==> src/rtl/maple_tx.sv <==
// Maple bus frame transmitter: serialises a byte stream onto SDCKA/SDCKB with
// start pattern, alternating-phase data bits, optional XOR CRC and end pattern.
module maple_tx #(
    parameter int STEP_CYCLES = 18,
    parameter bit APPEND_CRC  = 1'b1
) (
    input  logic       clk,
    input  logic       reset,
    input  logic [7:0] tx_data,
    input  logic       tx_valid,
    input  logic       tx_last,
    output logic       tx_ready,
    output logic       busy,
    output logic       done,
    output logic       error,
    output logic       pin1_out,
    output logic       pin5_out,
    output logic       pin_oe
);

    localparam int CW = $clog2(STEP_CYCLES);
    localparam logic [CW-1:0] STEP_LAST = CW'(STEP_CYCLES - 1);

    typedef enum logic [1:0] {
        S_IDLE  = 2'd0,
        S_START = 2'd1,
        S_BITS  = 2'd2,
        S_END   = 2'd3
    } state_t;

    state_t          r_state, w_state;
    logic [CW-1:0]   r_cnt, w_cnt;
    logic [3:0]      r_step, w_step;
    logic [2:0]      r_bit, w_bit;
    logic            r_phase, w_phase;
    logic [7:0]      r_shift, w_shift;
    logic [7:0]      r_hold, w_hold;
    logic            r_hold_full, w_hold_full;
    logic            r_last_seen, w_last_seen;
    logic [7:0]      r_crc, w_crc;
    logic            r_crc_sent, w_crc_sent;
    logic            r_tx_ready, r_busy, r_done, r_error, r_pin1, r_pin5, r_oe;
    logic            w_tx_ready, w_done, w_error, w_pin1, w_pin5, w_oe;
    logic            w_accept, w_step_end, w_boundary, w_clk_line;

    assign tx_ready = r_tx_ready;
    assign busy     = r_busy;
    assign done     = r_done;
    assign error    = r_error;
    assign pin1_out = r_pin1;
    assign pin5_out = r_pin5;
    assign pin_oe   = r_oe;

    // State register plus registered outputs derived from the next state.
    always_ff @(posedge clk or posedge reset) begin
        if (reset) begin
            r_state     <= S_IDLE;
            r_cnt       <= '0;
            r_step      <= 4'd0;
            r_bit       <= 3'd0;
            r_phase     <= 1'b0;
            r_shift     <= 8'h00;
            r_hold      <= 8'h00;
            r_hold_full <= 1'b0;
            r_last_seen <= 1'b0;
            r_crc       <= 8'h00;
            r_crc_sent  <= 1'b0;
            r_tx_ready  <= 1'b0;
            r_busy      <= 1'b0;
            r_done      <= 1'b0;
            r_error     <= 1'b0;
            r_pin1      <= 1'b1;
            r_pin5      <= 1'b1;
            r_oe        <= 1'b0;
        end else begin
            r_state     <= w_state;
            r_cnt       <= w_cnt;
            r_step      <= w_step;
            r_bit       <= w_bit;
            r_phase     <= w_phase;
            r_shift     <= w_shift;
            r_hold      <= w_hold;
            r_hold_full <= w_hold_full;
            r_last_seen <= w_last_seen;
            r_crc       <= w_crc;
            r_crc_sent  <= w_crc_sent;
            r_tx_ready  <= w_tx_ready;
            r_busy      <= w_oe;
            r_done      <= w_done;
            r_error     <= w_error;
            r_pin1      <= w_pin1;
            r_pin5      <= w_pin5;
            r_oe        <= w_oe;
        end
    end

    // Next-state logic: step sequencing, holding register and byte-boundary priority.
    always_comb begin
        w_state     = r_state;
        w_cnt       = (r_cnt == STEP_LAST) ? '0 : r_cnt + {{(CW-1){1'b0}}, 1'b1};
        w_step      = r_step;
        w_bit       = r_bit;
        w_phase     = r_phase;
        w_shift     = r_shift;
        w_hold      = r_hold;
        w_hold_full = r_hold_full;
        w_last_seen = r_last_seen;
        w_crc       = r_crc;
        w_crc_sent  = r_crc_sent;
        w_done      = 1'b0;
        w_error     = 1'b0;
        w_accept    = tx_valid && r_tx_ready;
        w_step_end  = (r_cnt == STEP_LAST);
        w_boundary  = (r_state == S_BITS) && w_step_end && (r_step == 4'd1) && (r_bit == 3'd7);

        if ((r_state != S_IDLE) && w_accept) begin
            w_crc       = r_crc ^ tx_data;
            w_last_seen = r_last_seen | tx_last;
            if (!w_boundary) begin
                w_hold      = tx_data;
                w_hold_full = 1'b1;
            end else begin
                w_hold_full = r_hold_full;
            end
        end else begin
            w_crc = w_crc;
        end

        case (r_state)
            S_IDLE: begin
                w_cnt = '0;
                if (w_accept) begin
                    w_state     = S_START;
                    w_step      = 4'd0;
                    w_bit       = 3'd0;
                    w_phase     = 1'b0;
                    w_shift     = tx_data;
                    w_crc       = tx_data;
                    w_last_seen = tx_last;
                    w_hold_full = 1'b0;
                    w_crc_sent  = 1'b0;
                end else begin
                    w_state = S_IDLE;
                end
            end
            S_START: begin
                if (w_step_end && (r_step == 4'd8)) begin
                    w_state = S_BITS;
                    w_step  = 4'd0;
                    w_bit   = 3'd0;
                end else if (w_step_end) begin
                    w_step = r_step + 4'd1;
                end else begin
                    w_step = r_step;
                end
            end
            S_BITS: begin
                if (w_step_end && (r_step == 4'd0)) begin
                    w_step = 4'd1;
                end else if (w_step_end) begin
                    w_step  = 4'd0;
                    w_phase = ~r_phase;
                    w_bit   = r_bit + 3'd1;
                    // Byte boundary: holding, then same-cycle bypass, then CRC, then end/underrun.
                    if (r_bit != 3'd7) begin
                        w_shift = {r_shift[6:0], 1'b0};
                    end else if (r_hold_full) begin
                        w_shift     = r_hold;
                        w_hold_full = 1'b0;
                    end else if (w_accept) begin
                        w_shift = tx_data;
                    end else if (r_last_seen && APPEND_CRC && !r_crc_sent) begin
                        w_shift    = r_crc;
                        w_crc_sent = 1'b1;
                    end else if (r_last_seen) begin
                        w_state = S_END;
                    end else begin
                        w_error = 1'b1;
                        w_state = S_END;
                    end
                end else begin
                    w_step = r_step;
                end
            end
            S_END: begin
                if (w_step_end && (r_step == 4'd5)) begin
                    w_state = S_IDLE;
                    w_step  = 4'd0;
                    w_done  = 1'b1;
                end else if (w_step_end) begin
                    w_step = r_step + 4'd1;
                end else begin
                    w_step = r_step;
                end
            end
            default: begin
                w_state = S_IDLE;
            end
        endcase
    end

    // Pin levels and handshake for the upcoming cycle, from the next state.
    always_comb begin
        w_pin1     = 1'b1;
        w_pin5     = 1'b1;
        w_oe       = (w_state != S_IDLE);
        w_tx_ready = 1'b0;
        w_clk_line = (w_step == 4'd0);
        case (w_state)
            S_IDLE: begin
                w_tx_ready = 1'b1;
            end
            S_START: begin
                w_pin1     = 1'b0;
                w_pin5     = ~w_step[0];
                w_tx_ready = !w_hold_full && !w_last_seen;
            end
            S_BITS: begin
                w_pin1     = w_phase ? w_shift[7] : w_clk_line;
                w_pin5     = w_phase ? w_clk_line : w_shift[7];
                w_tx_ready = !w_hold_full && !w_last_seen;
            end
            S_END: begin
                w_pin1 = (w_step == 4'd5) ? 1'b1 : ~w_step[0];
                w_pin5 = (w_step == 4'd5);
            end
            default: begin
                w_oe = 1'b0;
            end
        endcase
    end

endmodule

==> config.mk <==
export PLATFORM = sky130hd
export DESIGN_NAME = maple_tx
export DESIGN_NICKNAME = d
export VERILOG_FILES = /design/src/rtl/maple_tx.sv
export SDC_FILE = /design/constraint.sdc
export NUM_CORES = 1
export LEC_CHECK = 0
export CORE_ASPECT_RATIO = 1.75
export CORE_MARGIN = 2
export CORE_UTILIZATION = 44
export CTS_BUF_LIST = sky130_fd_sc_hd__clkbuf_2 sky130_fd_sc_hd__clkbuf_4 sky130_fd_sc_hd__clkbuf_8
export DETAILED_ROUTE_END_ITERATION = 8
export DONT_BUFFER_PORTS = 1
export GPL_TIMING_DRIVEN = 0
export SKIP_CTS_REPAIR_TIMING = 1
export SLEW_MARGIN = 20
export SYNTH_ARGS = -nofsm -noshare
export SYNTH_HDL_FRONTEND = slang
export SYNTH_SLANG_ARGS = --single-unit
==> constraint.sdc <==
create_clock -name clk -period 3.3 [get_ports clk]
set_input_delay 0.66 -clock clk [delete_from_list [all_inputs] [get_ports clk]]
set_output_delay 0.66 -clock clk [all_outputs]
set_load 0.03 [all_outputs]
==> results.sh, run 1 <==
export IMPL_startpoint_type="flip-flop"
export IMPL_endpoint_kind="flip-flop"
export IMPL_cp_slowest_cell="dfrtp_1"
export IMPL_crit_type="reg -> reg"
export IMPL_dp_cells=361
export IMPL_grt_pass1_vias=2068
export IMPL_slew_headroom_pct=54.06
export IMPL_p_comb_share_pct=16.9
export IMPL_layout_drive_gt1_share_pct=14.19
export IMPL_cap_violations=0
export IMPL_syn_inst=280
export IMPL_wl_per_cell_um=17.74
export IMPL_powerDensity_nw_per_um2=461.5
export IMPL_seqPwrFrac_pct=51.4
export IMPL_remaining_drc_errors=0
export IMPL_wirelength_mm=6.546
export IMPL_synthXorXnorAreaFrac_pct=1.281
export IMPL_diodes=0
export IMPL_synth_edff_count=0
export IMPL_cp_cell_sequence="and2_1 -> clkbuf_1 -> nand2_1 -> clkbuf_1 -> o211a_1 -> inv_1 -> ha_1 -> and3_1 -> a31oi_1 -> o211ai_1"
export IMPL_p_leak_nw=1.281
export IMPL_required_ns=3.53
export IMPL_synthAdderAreaFrac_pct=5.034
export IMPL_cts_tree="built"
export IMPL_crit_fanout=10
export IMPL_cts_made_buffers=5
export IMPL_syn_nets=303
export IMPL_fin_cells=369
export IMPL_track_usage_pct=20.58
export IMPL_yosysWarningCount=0
export IMPL_cp_slowest_stage_delay_ns=0.53
export IMPL_fmax_ghz=0.3558
export IMPL_ant_nets=0
export IMPL_peakVddDrop_v=0.0004223
export IMPL_fin_crit_ns=2.811
export IMPL_cts_htree_levels=2
export IMPL_design_area_um2=2965
export IMPL_area_growth_pct=8.467
export IMPL_start_util_pct=44.92
export IMPL_dieArea_um2=6885
export IMPL_worst_slew_pin_slew_ns=0.6891
export IMPL_layout_nets=311
export IMPL_async_flop_share_pct=100.0
export IMPL_avgSynthCellArea_um2=9.764
export IMPL_hold_viol_final=0
export IMPL_synth_compound_area_share_pct=20.59
export IMPL_grt_max_degree=31
export IMPL_drtIter0Drc=87
export IMPL_p_clk_share_pct=31.8
export IMPL_rsz0062_at_grt="no"
export IMPL_synthSimpleGateAreaFrac_pct=16.98
export IMPL_synth_top_family_by_area="compound AO/OA/AOI/OAI gates"
export IMPL_synth_seq_area_share_pct=44.03
export IMPL_synth_ff_type="dfrtp_1"
export IMPL_core_area_um2=6086
export IMPL_fin_tns_setup_ns=0
export IMPL_totalPowerFinal_mw=1.369
export IMPL_place_hpwl_mm=4.753
export IMPL_gp_congestion=0.8360
export IMPL_min_path_type="in -> async"
export IMPL_p_sw_share_pct=27.98
export IMPL_io_buffers=0
export IMPL_placed_cell_area_um2=2854
export IMPL_clk_pin_slew_ns=0.09
export IMPL_dieWidth_um=63.59
export IMPL_mappedNetlistArea_um2=2734
export IMPL_drv_slew=0
export IMPL_die_height_um=108.3
export IMPL_via_count=2143
export IMPL_antenna_found_initial=0
export IMPL_cp_arrival_ns=3.04
export IMPL_ys_types=53
export IMPL_rows=38
export IMPL_io_pins=19
export IMPL_clkLatencyLatePin_ns=0.32
export IMPL_crit_top_cell="clkbuf_1"
export IMPL_switching_power_mw=0.3829
export IMPL_cts_path_max_buffers=2
export IMPL_final_setup_viol_count=0
export IMPL_muxShareOfSynthArea_pct=6.636
export IMPL_power_internal_mw=0.9857
export IMPL_vias_per_cell=5.808
export IMPL_grt_pass1_wl_mm=10.66
export IMPL_drt_pass1_iter_count=4
export IMPL_status="finished, final reports clean"
export IMPL_synth_ff_latch_count=48
export IMPL_min_period_over_period_pct=85.17
export IMPL_fin_skew_ns=0.008121
export IMPL_cts_num_sinks=48
export IMPL_clockRootBuffer="clkbuf_8"
export IMPL_overflow=0
==> cell usage in the layout (no fill, tap or decap), drive strengths merged, types with 3 or more instances in the layout <==
master and n:
mux2 9, and3 7, a21oi 22, o31ai 4, nor3 4, inv 16, a32oi 3, nor2 26
a22oi 7, ha 11, o21ai 16, o22ai 3, nor2b 3, mux2i 8, nand4b 3, a31oi 4
clkbuf 11, a311oi 8, buf 12, nand2 20, dfrtp 46, nand3 7, o211ai 3
==> power by group through the flow <==
stage | Combinational, mW | Sequential, mW | Clock [mW]
finish | 0.231 | 0.703 | 0.435
global route | 0.261 | 0.713 | 0.472
CTS | 0.232 | 0.704 | 0.449
detailed placement | 0.231 | 0.716 | 0
global placement | 0.224 | 0.715 | 0
floorplan | 0.180 | 0.701 | 0
==> synth_stat cells, types with 2 or more instances <==
cell type | number | area share [%]
o22ai_2 | 2 | 0.92
xor2_1 | 2 | 0.64
nand4b_1 | 3 | 0.96
dfrtp_1 | 46 | 42
nand2b_1 | 2 | 0.46
and2b_1 | 2 | 0.55
a22oi_1 | 7 | 1.9
dfstp_2 | 2 | 1.9
buf_4 | 2 | 0.55
inv_1 | 16 | 2.2
a32oi_1 | 3 | 0.96
nand4bb_1 | 2 | 0.82
a31oi_1 | 4 | 0.92
o21ai_0 | 16 | 2.9
buf_2 | 8 | 1.5
a21oi_1 | 22 | 4.0
o31ai_1 | 3 | 0.82
nand2_1 | 20 | 2.7
and2_1 | 2 | 0.46
nor2_1 | 25 | 3.4
clkbuf_1 | 6 | 0.82
mux2_2 | 9 | 3.7
ha_1 | 11 | 5.0
o211ai_1 | 3 | 0.82
nor3_1 | 4 | 0.73
nor2b_1 | 3 | 0.69
mux2i_1 | 8 | 2.9
a311oi_1 | 8 | 2.6
a2bb2oi_1 | 2 | 0.64
and3_1 | 7 | 1.6
xnor2_1 | 2 | 0.64
nand4_1 | 2 | 0.46
nand3_1 | 6 | 1.1
==> routing by layer <==
layer	global-route usage [%]	wire (um)
met1	22.90	2593
met2	37.52	3544
met3	3.538	219
met4	9.783	188
met5	0	0
==> final timing paths <==
kind,start,to,slack (ns),depth (start not counted)
worst max-delay path,tx_ready,pin5_out,0.49,10
worst min-delay path,reset,r_hold[3],0.20,1
worst max register to register,tx_ready,pin5_out,0.49,10
worst min register to register,r_last_seen,error,0.48,1
max in group asynchronous,reset,pin1_out,2.52,2
min in group clk,tx_data[1],r_crc[1],0.43,1
==> layout make-up <==
type	instances	area, um^2
buffer	17	88.84
clock buffer	5	68.82
clock inverter	3	42.54
fill	635	3120
inverter	16	60.06
multi-input combinational	199	1381
sequential	48	1204
tap	80	100.1
timing repair buffer	1	20.02
==> logic make-up (layout without fill, tap and decap cells) <==
group,count (synthesis),count (layout)
AND/OR/NAND/NOR,86,86
adder cells (fa/ha/maj),11,11
AO/OA/AOI/OAI,81,81
buffers and inverters,33,42
XOR/XNOR,4,4
multiplexers,17,17
flip-flops,48,48
==> critical path: cells and delay by family (launching register included) <==
kind / cells / cell delay, ns
buffers and inverters: 3 / 0.81
AND/OR/NAND/NOR: 3 / 0.56
AO/OA/AOI/OAI: 3 / 0.56
flip-flops: 1 / 0.53
adder cells (fa/ha/maj): 1 / 0.25
==> registers in the layout, indices dropped and copies added, names as in the netlist, 2 cells and up <==
name,flops
r_crc,8
r_hold,8
r_shift,8
r_cnt,5
r_step,4
r_bit,3
r_state,2
==> through the flow <==
stage          setup WS (ns)  utilization, %  hold WS (ns)
6_report              0.4895           48.73        0.2046
5_1_grt               0.2061           48.73        0.2294
4_1_cts               0.4442           48.73        0.2168
3_5_place_dp          0.3800           46.90        0.4744
3_3_place_gp          0.3684           46.57        0.4578
2_1_floorplan         0.9954               -        0.4403
Note: power is estimated with default switching activity, not from simulation.
==> run 2, diff against run 1 <==
clock period = 2.63 ns   (was 3.3 ns; I/O delays follow)
==> run 2 against run 1 <==
Net effect:
- cell count is 0.54% higher
- power is 25% higher
- clock power is 25% higher
- largest power group unchanged
- register-to-register slack worse by 0.30 ns
- sequential power is 25% higher
- critical endpoint unchanged
- flip-flop and latch count stayed put
- highest routed layer unchanged
- count of clock-buffer cells in the layout stayed put
- setup slack worse by 0.30 ns
- fmax is 15% higher
- hold slack worse by 0.13 ns
- largest cell class unchanged
==> results.sh, run 2 (synthesis gave the netlist of run 1 again) <==
export IMPL_drv_slew=0
export IMPL_seqPwrFrac_pct=51.5
export IMPL_clockRootBuffer="clkbuf_8"
export IMPL_crit_fanout=10
export IMPL_io_pins=19
export IMPL_via_count=2151
export IMPL_use_met3_pct=3.538
export IMPL_fmax_ghz=0.4094
export IMPL_clk_pin_slew_ns=0.09
export IMPL_fin_crit_ns=2.442
export IMPL_p_leak_nw=1.318
export IMPL_dieWidth_um=63.59
export IMPL_final_cell_mix="dfrtp_1, nor2_1, a21oi_1"
export IMPL_fin_tns_setup_ns=0
export IMPL_area_growth_pct=10.11
export IMPL_cap_violations=0
export IMPL_r2r_cells=12
export IMPL_slew_headroom_pct=54.06
export IMPL_endpoint_kind="flip-flop"
export IMPL_startpoint_type="flip-flop"
export IMPL_design_area_um2=3010
export IMPL_gr_usage_met2_pct=37.52
export IMPL_grt_busiest_layer="met2"
export IMPL_final_setup_viol_count=0
export IMPL_rows=38
export IMPL_powerDensity_nw_per_um2=569.5
export IMPL_p_clk_share_pct=31.6
export IMPL_p_comb_share_pct=16.9
export IMPL_overflow=0
export IMPL_layout_drive_gt1_share_pct=17.18
export IMPL_dieArea_um2=6885
export IMPL_grt_max_degree=31
export IMPL_io_buffers=0
export IMPL_ant_nets=0
export IMPL_p_sw_share_pct=27.85
export IMPL_die_height_um=108.3
export IMPL_core_area_um2=6086
export IMPL_crit_type="reg -> reg"
export IMPL_drt_pass1_iter_count=4
export IMPL_cts_made_buffers=5
export IMPL_cts_num_sinks=48
export IMPL_cp_arrival_ns=2.68
export IMPL_grt_use_met1_pct=22.90
export IMPL_fin_skew_ns=0.007631
export IMPL_antenna_found_initial=0
export IMPL_switching_power_mw=0.4776
export IMPL_track_usage_pct=20.58
export IMPL_layout_nets=313
export IMPL_cts_path_max_buffers=2
export IMPL_worst_slew_pin_slew_ns=0.6891
export IMPL_power_internal_mw=1.237
export IMPL_diodes=0
export IMPL_drtIter0Drc=101
export IMPL_wl_per_cell_um=17.78
export IMPL_vias_per_cell=5.798
export IMPL_final_common_cell="dfrtp_1"
export IMPL_start_util_pct=44.92
export IMPL_grt_pass1_wl_mm=10.66
export IMPL_hold_viol_final=0
export IMPL_grt_pass1_vias=2068
export IMPL_min_path_type="in -> async"
export IMPL_status="finished, final reports clean"
export IMPL_placed_cell_area_um2=2854
export IMPL_remaining_drc_errors=0
export IMPL_cts_tree="built"
export IMPL_place_hpwl_mm=4.753
export IMPL_gp_congestion=0.8360
export IMPL_wirelength_mm=6.595
export IMPL_min_period_over_period_pct=92.87
export IMPL_totalPowerFinal_mw=1.715
export IMPL_clkLatencyLatePin_ns=0.32
export IMPL_required_ns=2.87
export IMPL_cts_htree_levels=2
export IMPL_top_regs="r_crc: 8 flops, r_hold: 8 flops, r_shift: 8 flops"
export IMPL_peakVddDrop_v=0.0005159
run 2: area by class of cell:
class / count / area [um^2]
Clock inverter: 3 / 42.54
Clock buffer: 5 / 68.82
Timing Repair Buffer: 4 / 42.54
Buffer: 16 / 93.84
Multi-Input combinational cell: 199 / 1399
Tap cell: 80 / 100.1
Fill cell: 636 / 3075
Inverter: 16 / 60.06
Sequential cell: 48 / 1204
run 2: metrics by stage:
stage	std cells	hold WS (ns)	setup WS, ns	util (%)
2_1_floorplan	280	0.4403	0.3777	-
4_1_cts	369	0.08280	-0.2258	48.73
3_5_place_dp	361	0.4314	-0.2011	46.90
3_3_place_gp	360	0.4578	-0.2187	46.57
5_1_grt	371	0.09538	-0.01320	49.47
6_report	371	0.07349	0.1876	49.47
run 2: path summary, 6_finish.rpt:
kind	startpoint	end	slack, ns
setup / recovery	r_cnt[1]	pin5_out	0.19
hold / removal	reset	r_hold[3]	0.07
setup reg to reg	r_cnt[1]	pin5_out	0.19
min in group clk	tx_data[1]	r_crc[1]	0.30
hold reg to reg	r_last_seen	error	0.47
max in group asynchronous	reset	pin1_out	1.98
run 2: critical path, cell delays in order, from the launching register on:
cell and delay [ns]:
dfrtp_1 0.40, inv_1 0.06, ha_1 0.15, nand4bb_1 0.17, buf_6 0.19, nor3_4 0.23
nand4b_1 0.15, o211a_1 0.30, inv_1 0.11, ha_2 0.22, and3_1 0.16, a31oi_1 0.04
o211ai_1 0.18
run 2: per-layer routing:
layer  part of all wire, %  wire [um]
met1                    40       2659
met2                    54       3555
met3                   2.9        188
met4                   2.9        191
met5                     0          0
run 2: power by group through the flow:
stage	clock network (mW)	registers (mW)	logic, mW
after global placement	0	0.897	0.282
after floorplan	0	0.880	0.226
after CTS	0.563	0.883	0.291
after global routing	0.592	0.894	0.327
after detailed placement	0	0.898	0.289
final	0.542	0.882	0.290
